File: src/rtl/spi_mem_pkg.sv
// rtl/spi_mem_pkg.sv - shared state enum, R/W encoding and counter sizing for the SPI memory
package spi_mem_pkg;

  typedef enum logic [2:0] {
    ST_IDLE,
    ST_CMD,
    ST_RD_FETCH,
    ST_RD_SHIFT,
    ST_WR_SHIFT,
    ST_WR_COMMIT,
    ST_HOLD
  } spi_state_e;

  localparam logic RW_RD = 1'b1;

  // Bit counter must reach the longer of the command and data frames
  function automatic int cnt_width(input int addr_w, input int data_w);
    int m;
    m = (addr_w + 1 > data_w) ? addr_w + 1 : data_w;
    return $clog2(m + 1);
  endfunction

endpackage

File: src/rtl/spi_mem_array.sv
// rtl/spi_mem_array.sv - DEPTH x DATA_W storage, synchronous write, registered read
module spi_mem_array #(
  parameter int DATA_W = 8,
  parameter int ADDR_W = 7,
  parameter int DEPTH  = 2**ADDR_W
) (
  input  logic              clk,
  input  logic              rst_n,
  input  logic              we,
  input  logic [ADDR_W-1:0] waddr,
  input  logic [DATA_W-1:0] wdata,
  input  logic [ADDR_W-1:0] raddr,
  output logic [DATA_W-1:0] rdata
);

  logic [DATA_W-1:0] mem [DEPTH];

  // Array write; out-of-range addresses are dropped
  always_ff @(posedge clk) begin
    if (we && (int'(waddr) < DEPTH)) mem[waddr] <= wdata;
  end

  // Registered read; out-of-range addresses read as zero
  always_ff @(posedge clk or negedge rst_n) begin
    if (!rst_n)                      rdata <= '0;
    else if (int'(raddr) < DEPTH)    rdata <= mem[raddr];
    else                             rdata <= '0;
  end

endmodule

File: src/rtl/spi_burst_memory.sv
// rtl/spi_burst_memory.sv - SPI mode-0 slave memory; SPI_MEM_BURST_EN enables multi-frame bursts
module spi_burst_memory
  import spi_mem_pkg::*;
#(
  parameter int DATA_W = 8,
  parameter int ADDR_W = 7,
  parameter int DEPTH  = 2**ADDR_W
) (
  input  logic clk,
  input  logic rst_n,
  input  logic sclk_rise,
  input  logic sclk_fall,
  input  logic cs_n,
  input  logic mosi,
  output logic miso,
  output logic miso_oe,
  output logic busy,
  output logic frame_err
);

  localparam int CW = cnt_width(ADDR_W, DATA_W);
  localparam int SW = (ADDR_W + 1 > DATA_W) ? ADDR_W + 1 : DATA_W;

  spi_state_e        state_q, state_d;
  logic [CW-1:0]     cnt_q, cnt_d;
  logic [SW-1:0]     sh_in_q, sh_in_d;
  logic [ADDR_W-1:0] addr_q, addr_d;
  logic [DATA_W-1:0] sh_out_q, sh_out_d;
  logic              miso_q, miso_d;
  logic              ferr_q, ferr_d;
  logic              fph_q, fph_d;
  logic              we;
  logic [DATA_W-1:0] rdata;

`ifdef SPI_MEM_BURST_EN
  // Wrap at DEPTH, which may be smaller than the address space
  function automatic logic [ADDR_W-1:0] addr_inc(input logic [ADDR_W-1:0] a);
    return (int'(a) == DEPTH - 1) ? '0 : a + 1'b1;
  endfunction
`endif

  spi_mem_array #(.DATA_W(DATA_W), .ADDR_W(ADDR_W), .DEPTH(DEPTH)) u_array (
    .clk   (clk),
    .rst_n (rst_n),
    .we    (we),
    .waddr (addr_q),
    .wdata (sh_in_q[DATA_W-1:0]),
    .raddr (addr_q),
    .rdata (rdata)
  );

  assign miso      = miso_q;
  assign miso_oe   = (state_q == ST_RD_FETCH) || (state_q == ST_RD_SHIFT);
  assign busy      = (state_q != ST_IDLE);
  assign frame_err = ferr_q;

  // State and datapath registers
  always_ff @(posedge clk or negedge rst_n) begin
    if (!rst_n) begin
      state_q  <= ST_IDLE;
      cnt_q    <= '0;
      sh_in_q  <= '0;
      addr_q   <= '0;
      sh_out_q <= '0;
      miso_q   <= 1'b0;
      ferr_q   <= 1'b0;
      fph_q    <= 1'b0;
    end else begin
      state_q  <= state_d;
      cnt_q    <= cnt_d;
      sh_in_q  <= sh_in_d;
      addr_q   <= addr_d;
      sh_out_q <= sh_out_d;
      miso_q   <= miso_d;
      ferr_q   <= ferr_d;
      fph_q    <= fph_d;
    end
  end

  // Next-state and datapath decode; cs_n high overrides everything, including a same-cycle sclk_rise
  always_comb begin
    state_d  = state_q;
    cnt_d    = cnt_q;
    sh_in_d  = sh_in_q;
    addr_d   = addr_q;
    sh_out_d = sh_out_q;
    miso_d   = miso_q;
    ferr_d   = ferr_q;
    fph_d    = 1'b0;
    // A fully shifted word commits even if cs_n rises during the commit cycle
    we       = (state_q == ST_WR_COMMIT);
    if (cs_n) begin
      state_d = ST_IDLE;
      cnt_d   = '0;
      miso_d  = 1'b0;
      if (cnt_q != '0) ferr_d = 1'b1;
    end else begin
      case (state_q)
        ST_IDLE: begin
          state_d = ST_CMD;
          cnt_d   = '0;
          ferr_d  = 1'b0;
        end
        ST_CMD: begin
          if (sclk_rise) begin
            sh_in_d = {sh_in_q[SW-2:0], mosi};
            if (cnt_q == CW'(ADDR_W)) begin
              addr_d  = sh_in_q[ADDR_W-1:0];
              cnt_d   = '0;
              state_d = (mosi == RW_RD) ? ST_RD_FETCH : ST_WR_SHIFT;
            end else begin
              cnt_d = cnt_q + 1'b1;
            end
          end
        end
        ST_RD_FETCH: begin
          // First cycle lets the registered array read settle, second loads it
          if (!fph_q) begin
            fph_d = 1'b1;
          end else begin
            sh_out_d = rdata;
            state_d  = ST_RD_SHIFT;
          end
        end
        ST_RD_SHIFT: begin
          // Word is done only once the master has sampled the last bit
          if (cnt_q == CW'(DATA_W)) begin
            if (sclk_rise) begin
              cnt_d = '0;
`ifdef SPI_MEM_BURST_EN
              addr_d  = addr_inc(addr_q);
              state_d = ST_RD_FETCH;
`else
              state_d = ST_HOLD;
`endif
            end
          end else if (sclk_fall) begin
            miso_d   = sh_out_q[DATA_W-1];
            sh_out_d = {sh_out_q[DATA_W-2:0], 1'b0};
            cnt_d    = cnt_q + 1'b1;
          end
        end
        ST_WR_SHIFT: begin
          if (sclk_rise) begin
            sh_in_d = {sh_in_q[SW-2:0], mosi};
            if (cnt_q == CW'(DATA_W - 1)) begin
              cnt_d   = '0;
              state_d = ST_WR_COMMIT;
            end else begin
              cnt_d = cnt_q + 1'b1;
            end
          end
        end
        ST_WR_COMMIT: begin
`ifdef SPI_MEM_BURST_EN
          addr_d  = addr_inc(addr_q);
          state_d = ST_WR_SHIFT;
`else
          state_d = ST_HOLD;
`endif
        end
        ST_HOLD: begin
          state_d = ST_HOLD;
        end
        default: begin
          state_d = ST_IDLE;
        end
      endcase
    end
  end

endmodule
File: config.mk
export PLATFORM = sky130hd
export DESIGN_NAME = spi_burst_memory
export DESIGN_NICKNAME = d
export VERILOG_FILES = /design/src/rtl/spi_mem_pkg.sv /design/src/rtl/spi_mem_array.sv /design/src/rtl/spi_burst_memory.sv
export SDC_FILE = /design/constraint.sdc
export NUM_CORES = 1
export LEC_CHECK = 0
export BUFFER_PORTS_ARGS = -buffer_cell sky130_fd_sc_hd__buf_2
export CAP_MARGIN = 20
export CELL_PAD_IN_SITES_DETAIL_PLACEMENT = 1
export CELL_PAD_IN_SITES_GLOBAL_PLACEMENT = 2
export CORE_ASPECT_RATIO = 1.5
export CORE_MARGIN = 4
export CORE_UTILIZATION = 36
export CTS_BUF_LIST = sky130_fd_sc_hd__clkbuf_4 sky130_fd_sc_hd__clkbuf_8
export CTS_CLUSTER_DIAMETER = 200
export DETAILED_ROUTE_END_ITERATION = 16
export GPL_ROUTABILITY_DRIVEN = 0
export GPL_TIMING_DRIVEN = 0
export PLACE_DENSITY_LB_ADDON = 0.08
export RECOVER_POWER = 50
export SYNTH_ARGS = -nofsm -noshare
export SYNTH_HDL_FRONTEND = slang
export SYNTH_SLANG_ARGS = --single-unit
File: constraint.sdc
create_clock -name clk -period 7.3 [get_ports clk]
set_input_delay 2.19 -clock clk [delete_from_list [all_inputs] [get_ports clk]]
set_output_delay 2.19 -clock clk [all_outputs]
set_load 0.01 [all_outputs]
# [Word level (Yosys, flattened, before mapping)]
# Memories as Yosys holds them, arrays and structs flattened. A register that Yosys moved wholly into a read port is not among the register bits.
# Index checks and enable logic that the tools add are counted.
[totals] ff_bits=33 ram_bits=1024 word_cells=86 n_memories=1
[memory_table] memory="u_array.mem" words=128 word_bits=8 rd=1 rd_clocked_by_memory_dff=1 write_ports=1 line_no="spi_mem_array.sv:16" rtl="logic [DATA_W-1:0] mem [DEPTH];"
[classes] add_sub_neg=1 eq_ne=23 n_mux=33 bitwise=1 n_reduce_logical=19
[op_table] cell="$mux W3" count=9
[op_table] cell="$mux W4" count=6
[op_table] cell="$mux W8" count=3
[op_table] cell="$ne A3 B3 Y1 const B" count=6
[op_table] cell="$pmux W3 S6" count=1
[op_table] cell="$pmux W8 S2" count=1
[op_table] cell="$mux W1" count=12
[op_table] cell="$pmux W4 S3" count=1
[op_table] cell="$eq A3 B3 Y1 const B" count=3
[op_table] cell="$ne A2 B2 Y1 const B" count=4
[op_table] cell="$reduce_and A4 Y1" count=2
[op_table] cell="$reduce_bool A2 Y1" count=4
[op_table] cell="$reduce_bool A4 Y1" count=2
[op_table] cell="$reduce_and A7 Y1" count=1
[op_table] cell="$eq A3 B2 Y1 const B" count=2
[op_table] cell="$reduce_and A3 Y1" count=2
[op_table] cell="$reduce_and A5 Y1" count=1
[op_table] cell="$add A4 B1 Y4 const B" count=1
[op_table] cell="$eq A4 B3 Y1 const B" count=1
[op_table] cell="$eq A4 B4 Y1 const B" count=1
[op_table] cell="$ne A4 B3 Y1 const B" count=1
[op_table] cell="$ne A4 B4 Y1 const B" count=1
[op_table] cell="$reduce_or A2 Y1" count=2
[op_table] cell="$eq A3 B1 Y1 const B" count=1
[op_table] cell="other kinds (9)" count=9

# [Depth between registers and ports, before layout]
[logic_depth] word_depth=5 mapped_depth=13 depth_no_buf=9

# [Cells and area by module]
# A second synthesis with hierarchy kept.
[unflattened] hier_cells=1781 hier_area_um2=41332.1
[by_module_without_submodules] mod="spi_mem_array" n_inst=1 cells_each=1635 area_each_um2=39701.8 seq_area_each_um2=30949.7
[by_module_without_submodules] mod="spi_burst_memory" n_inst=1 cells_each=146 area_each_um2=1630.3 seq_area_each_um2=825.8

# [Worst setup path after synthesis]
# No wires, ideal clock.
[synth_timing] path_kind="input port to flip-flop" startpoint="input cs_n" endpoint="register addr_q[4]" t_arrival_ns=3.271 slack_ns=3.897 cell_stages=4 n_path_buf=1 cell_sequence="nand2b_1 nor4_1 clkbuf_1 mux2_2"
[synth_between] elab_chain_cells=2
[synth_rtl] element="start: declaration" line_no="spi_burst_memory.sv:13" rtl="input logic cs_n,"
[synth_rtl] element="$not A1 Y1 (no line)"
[synth_rtl] element="$reduce_and A4 Y1 (no line)"
[synth_rtl] element="end signal: assignment" line_no="spi_burst_memory.sv:72" rtl="addr_q <= addr_d;"
[synth_rtl] element="end: declaration" line_no="spi_burst_memory.sv:27" rtl="logic [ADDR_W-1:0] addr_q, addr_d;"
# No other way between the ends.
# A chain may end at the register's enable or synchronous reset.

# [Worst setup path in the final report]
[layout_timing] startpoint="register addr_q[2]" endpoint="memory u_array.mem[30][6], enable pin"
[layout_lines] element="end: declaration" line_no="spi_mem_array.sv:16"
# Straight into the memory's write port.

==> impl_metrics.toml <==
[final_layout]
layout.cells.non_filler = 4581
post_route_cells_drive_above_1_share_pct = 18.4
syn2layout_area_growth_pct = 15.3
nets = 2900

[setup_path]
reg2reg_depth = 11
crit_type = "register to register"
cp-start-kind = "register"
r2r_slack_ps = 660
crit_required_ps = 7840
cpMaxStageDelayCell = "nor2_1"
path_cells = "buf_6, buf_6, buf_2, buf_4, buf_4, buf_2, buf_2, buf_2, nand3_1, clkbuf_2, nor2_1"
timing.rr.end = "u_array.mem[30][6]"
critPathMaxStageDelay_ps = 1040
end_kind = "register"
critPathMaxFanout = 10
cp.arrival_ps = 7180
reg2reg_from = "addr_q[2]"
crit_path_frequent_cell = "buf_2"

[sta]
skew_ps = 34.2
min_period_ps = 6640
fmax_mhz = 151
slew_headroom_pct = -206
final_max_slew_viol_count = 1103
hold_viol = 0
setup_viol = 0
finalSetupTns_ps = 0
fin_crit_sh_pct = 91.0
rsz0062_at_grt = "false"
fin_ws_ps = 658
worstMarginPinSlew_ps = 4590

[global_route]
grt-ovfl-total = 0
grt_max_degree = 90
grt_pass1_vias = 29900
grtUsageTotal_pct = 36.9
grt_pass1_wl_um = 292000
antenna_found_initial = 20

[yosys]
ys_seq_elements = 1065
synth.area.top_cells = "edfxtp_1, a221oi_1, dfrtp_1"
synth_edf_count = 1024
synth_top_cell_area_share_pct = 73.2
synth_commonest_cells = "edfxtp_1, nor2_1, nand2_1"
synthArstFlopShare_pct = 3.85
yosys.cell_types.count = 79
yosys_warnings = 0
ys_seq_area_share_pct = 75.6
yosysTopAreaCell = "edfxtp_1"
syn_area_um2 = 42000
syn-num-nets = 2632
syn_inst = 2624
avgSynthCellArea_um2 = 16.0
synth_ff_type = "edfxtp_1"
synthMostInstantiatedCell = "edfxtp_1"

[drt]
via_per_inst = 6.61
drt_wl_total_um = 229000
firstDrtPassIters = 7
drc_errors = 0
drt_iter0_markers = 4899
antenna_left = 0
num_vias = 30300
wl_per_cell_um = 50.0

[power_and_ir_drop]
cellLeakagePower_uw = 0.0158
peakVddDrop_uv = 150
power-per-cell-area_nw_per_um2 = 306

[clock_tree]
clock_sinks = 1065
htreeDepth = 4
holdBufCountCts = 0
clkSlewWorstSetupHoldPaths_ps = 60
cts_buffers = 166
tritoncts = "built"
cts_root_buf = "clkbuf_8"
clk_latency_ps = 940
cts_resized = 0
clockBufferDepth = 3
post_cts_buffers = 0

[placed_design]
io_buffer_count = 9
dp_cells = 4266
dp_hpwl_um = 154000
place_ws_ps = 939

[outcome]
violations = "capacitance limit, slew limit"
status = "finished with violations"

[min_path]
hold_path_end = "fph_q"
min_from = "fph_q"
hold_class = "register to register"
hold_path_depth = 1

[floorplanning]
die_w_um = 287
rows = 153
die_h_um = 426
dieArea_um2 = 122000
num_io_pins = 10
start_util_pct = 36.2
coreArea_um2 = 116000

[run]
max-cap-violations = 17
==> layout make-up <==
cell class              count  area, um^2
fillers                 11600       67500
flip-flops and latches   1065       31800
multi-input cells        1346        9350
clock buffers             206        2620
well taps                1550        1940
repair buffers            100        1210
plain buffers             202         966
clock inverters            89         532
inverters                  11        41.3
diodes                     12        30.0
==> critical path: cells and delay by family (launching register included) <==
kind / cells / cell delay, ps
AND/OR/NAND/NOR: 2 / 1530
buffers and inverters: 9 / 4250
flip-flops: 1 / 360
==> registers in the layout, indices dropped and copies added, names as in the netlist <==
name           flops
cnt_q              4
state_q            3
sh_out_q           8
sh_in_q            8
u_array.mem     1024
frame_err          1
miso               1
addr_q             7
u_array.rdata      8
fph_q              1
==> where the power goes <==
| group | switching (uW) | internal [uW] | total (uW) |
|---|---|---|---|
| Clock | 2530 | 2530 | 5050 |
| Sequential | 453 | 7640 | 8090 |
| Combinational | 1360 | 301 | 1670 |
| Total | 4340 | 10500 | 14800 |
==> metal layers <==
layer | track usage [%] | up-vias | share of wire [%] | wire, um
met5 | 0 | - | 0.026 | 59
met4 | 34.1 | 8 | 12 | 26700
met3 | 9.93 | 808 | 10 | 22900
met2 | 56.3 | 2382 | 44 | 102000
met1 | 41.9 | 15900 | 34 | 77400
li1 | - | 11200 | - | -
==> per-stage QoR <==
stage / instance area [um^2] / hold WS, ps / utilization, % / total power [uW]
2_1_floorplan: 42000 / 434 / - / 8570
3_3_place_gp: 44000 / 472 / 37.9 / 9770
3_5_place_dp: 45400 / 472 / 39.2 / 9800
4_1_cts: 48600 / 481 / 41.9 / 14700
5_1_grt: 48400 / 522 / 41.8 / 15100
6_report: 48500 / 476 / 41.8 / 14800
==> how the worst max path moves through the flow <==
stage / from / to / slack [ps] / cells after the start
3_3_place_gp: addr_q[2] / u_array.mem[11][7] / -360 / 9
4_1_cts: addr_q[2] / u_array.mem[22][1] / 940 / 11
2_1_floorplan: cs_n / addr_q[4] / 3900 / 4
3_5_place_dp: addr_q[2] / u_array.mem[38][2] / 940 / 11
5_1_grt: addr_q[2] / u_array.mem[38][7] / 900 / 11
6_report: addr_q[2] / u_array.mem[30][6] / 660 / 11
==> placed cells by master, fill, tap and decap left out, drive strengths merged, types with 7 or more instances in the layout <==
cell type	instances
a21oi	105
mux2i	81
o21ai	82
buf	196
nand3	19
nand2	154
edfxtp	1024
and2	8
nor2b	18
o31ai	7
o211ai	11
a221oi	139
o2bb2ai	9
a211oi	11
a222oi	30
nand2b	9
o221ai	14
nor3	25
inv	14
a221o	26
o22ai	34
a21o	7
a22oi	83
dfrtp	41
mux2	77
nor4	10
or3	7
a31oi	29
o22a	9
mux4	17
diode	12
clkinv	76
nor2	199
a22o	32
clkbuf	312
==> logic make-up (layout without fill, tap and decap cells) <==
group / after synthesis / count (layout) / synth area share (%)
other cells: 0 / 12 / 0
mux: 175 / 175 / 4.91
xor+xnor: 1 / 1 / 0.0208
simple gates: 479 / 479 / 4.97
buf+inv: 213 / 608 / 2.27
compound gates: 689 / 689 / 12.2
fa+ha+maj: 2 / 2 / 0.0595
flops: 1065 / 1065 / 75.6
Note: power is estimated with default switching activity, not from simulation.
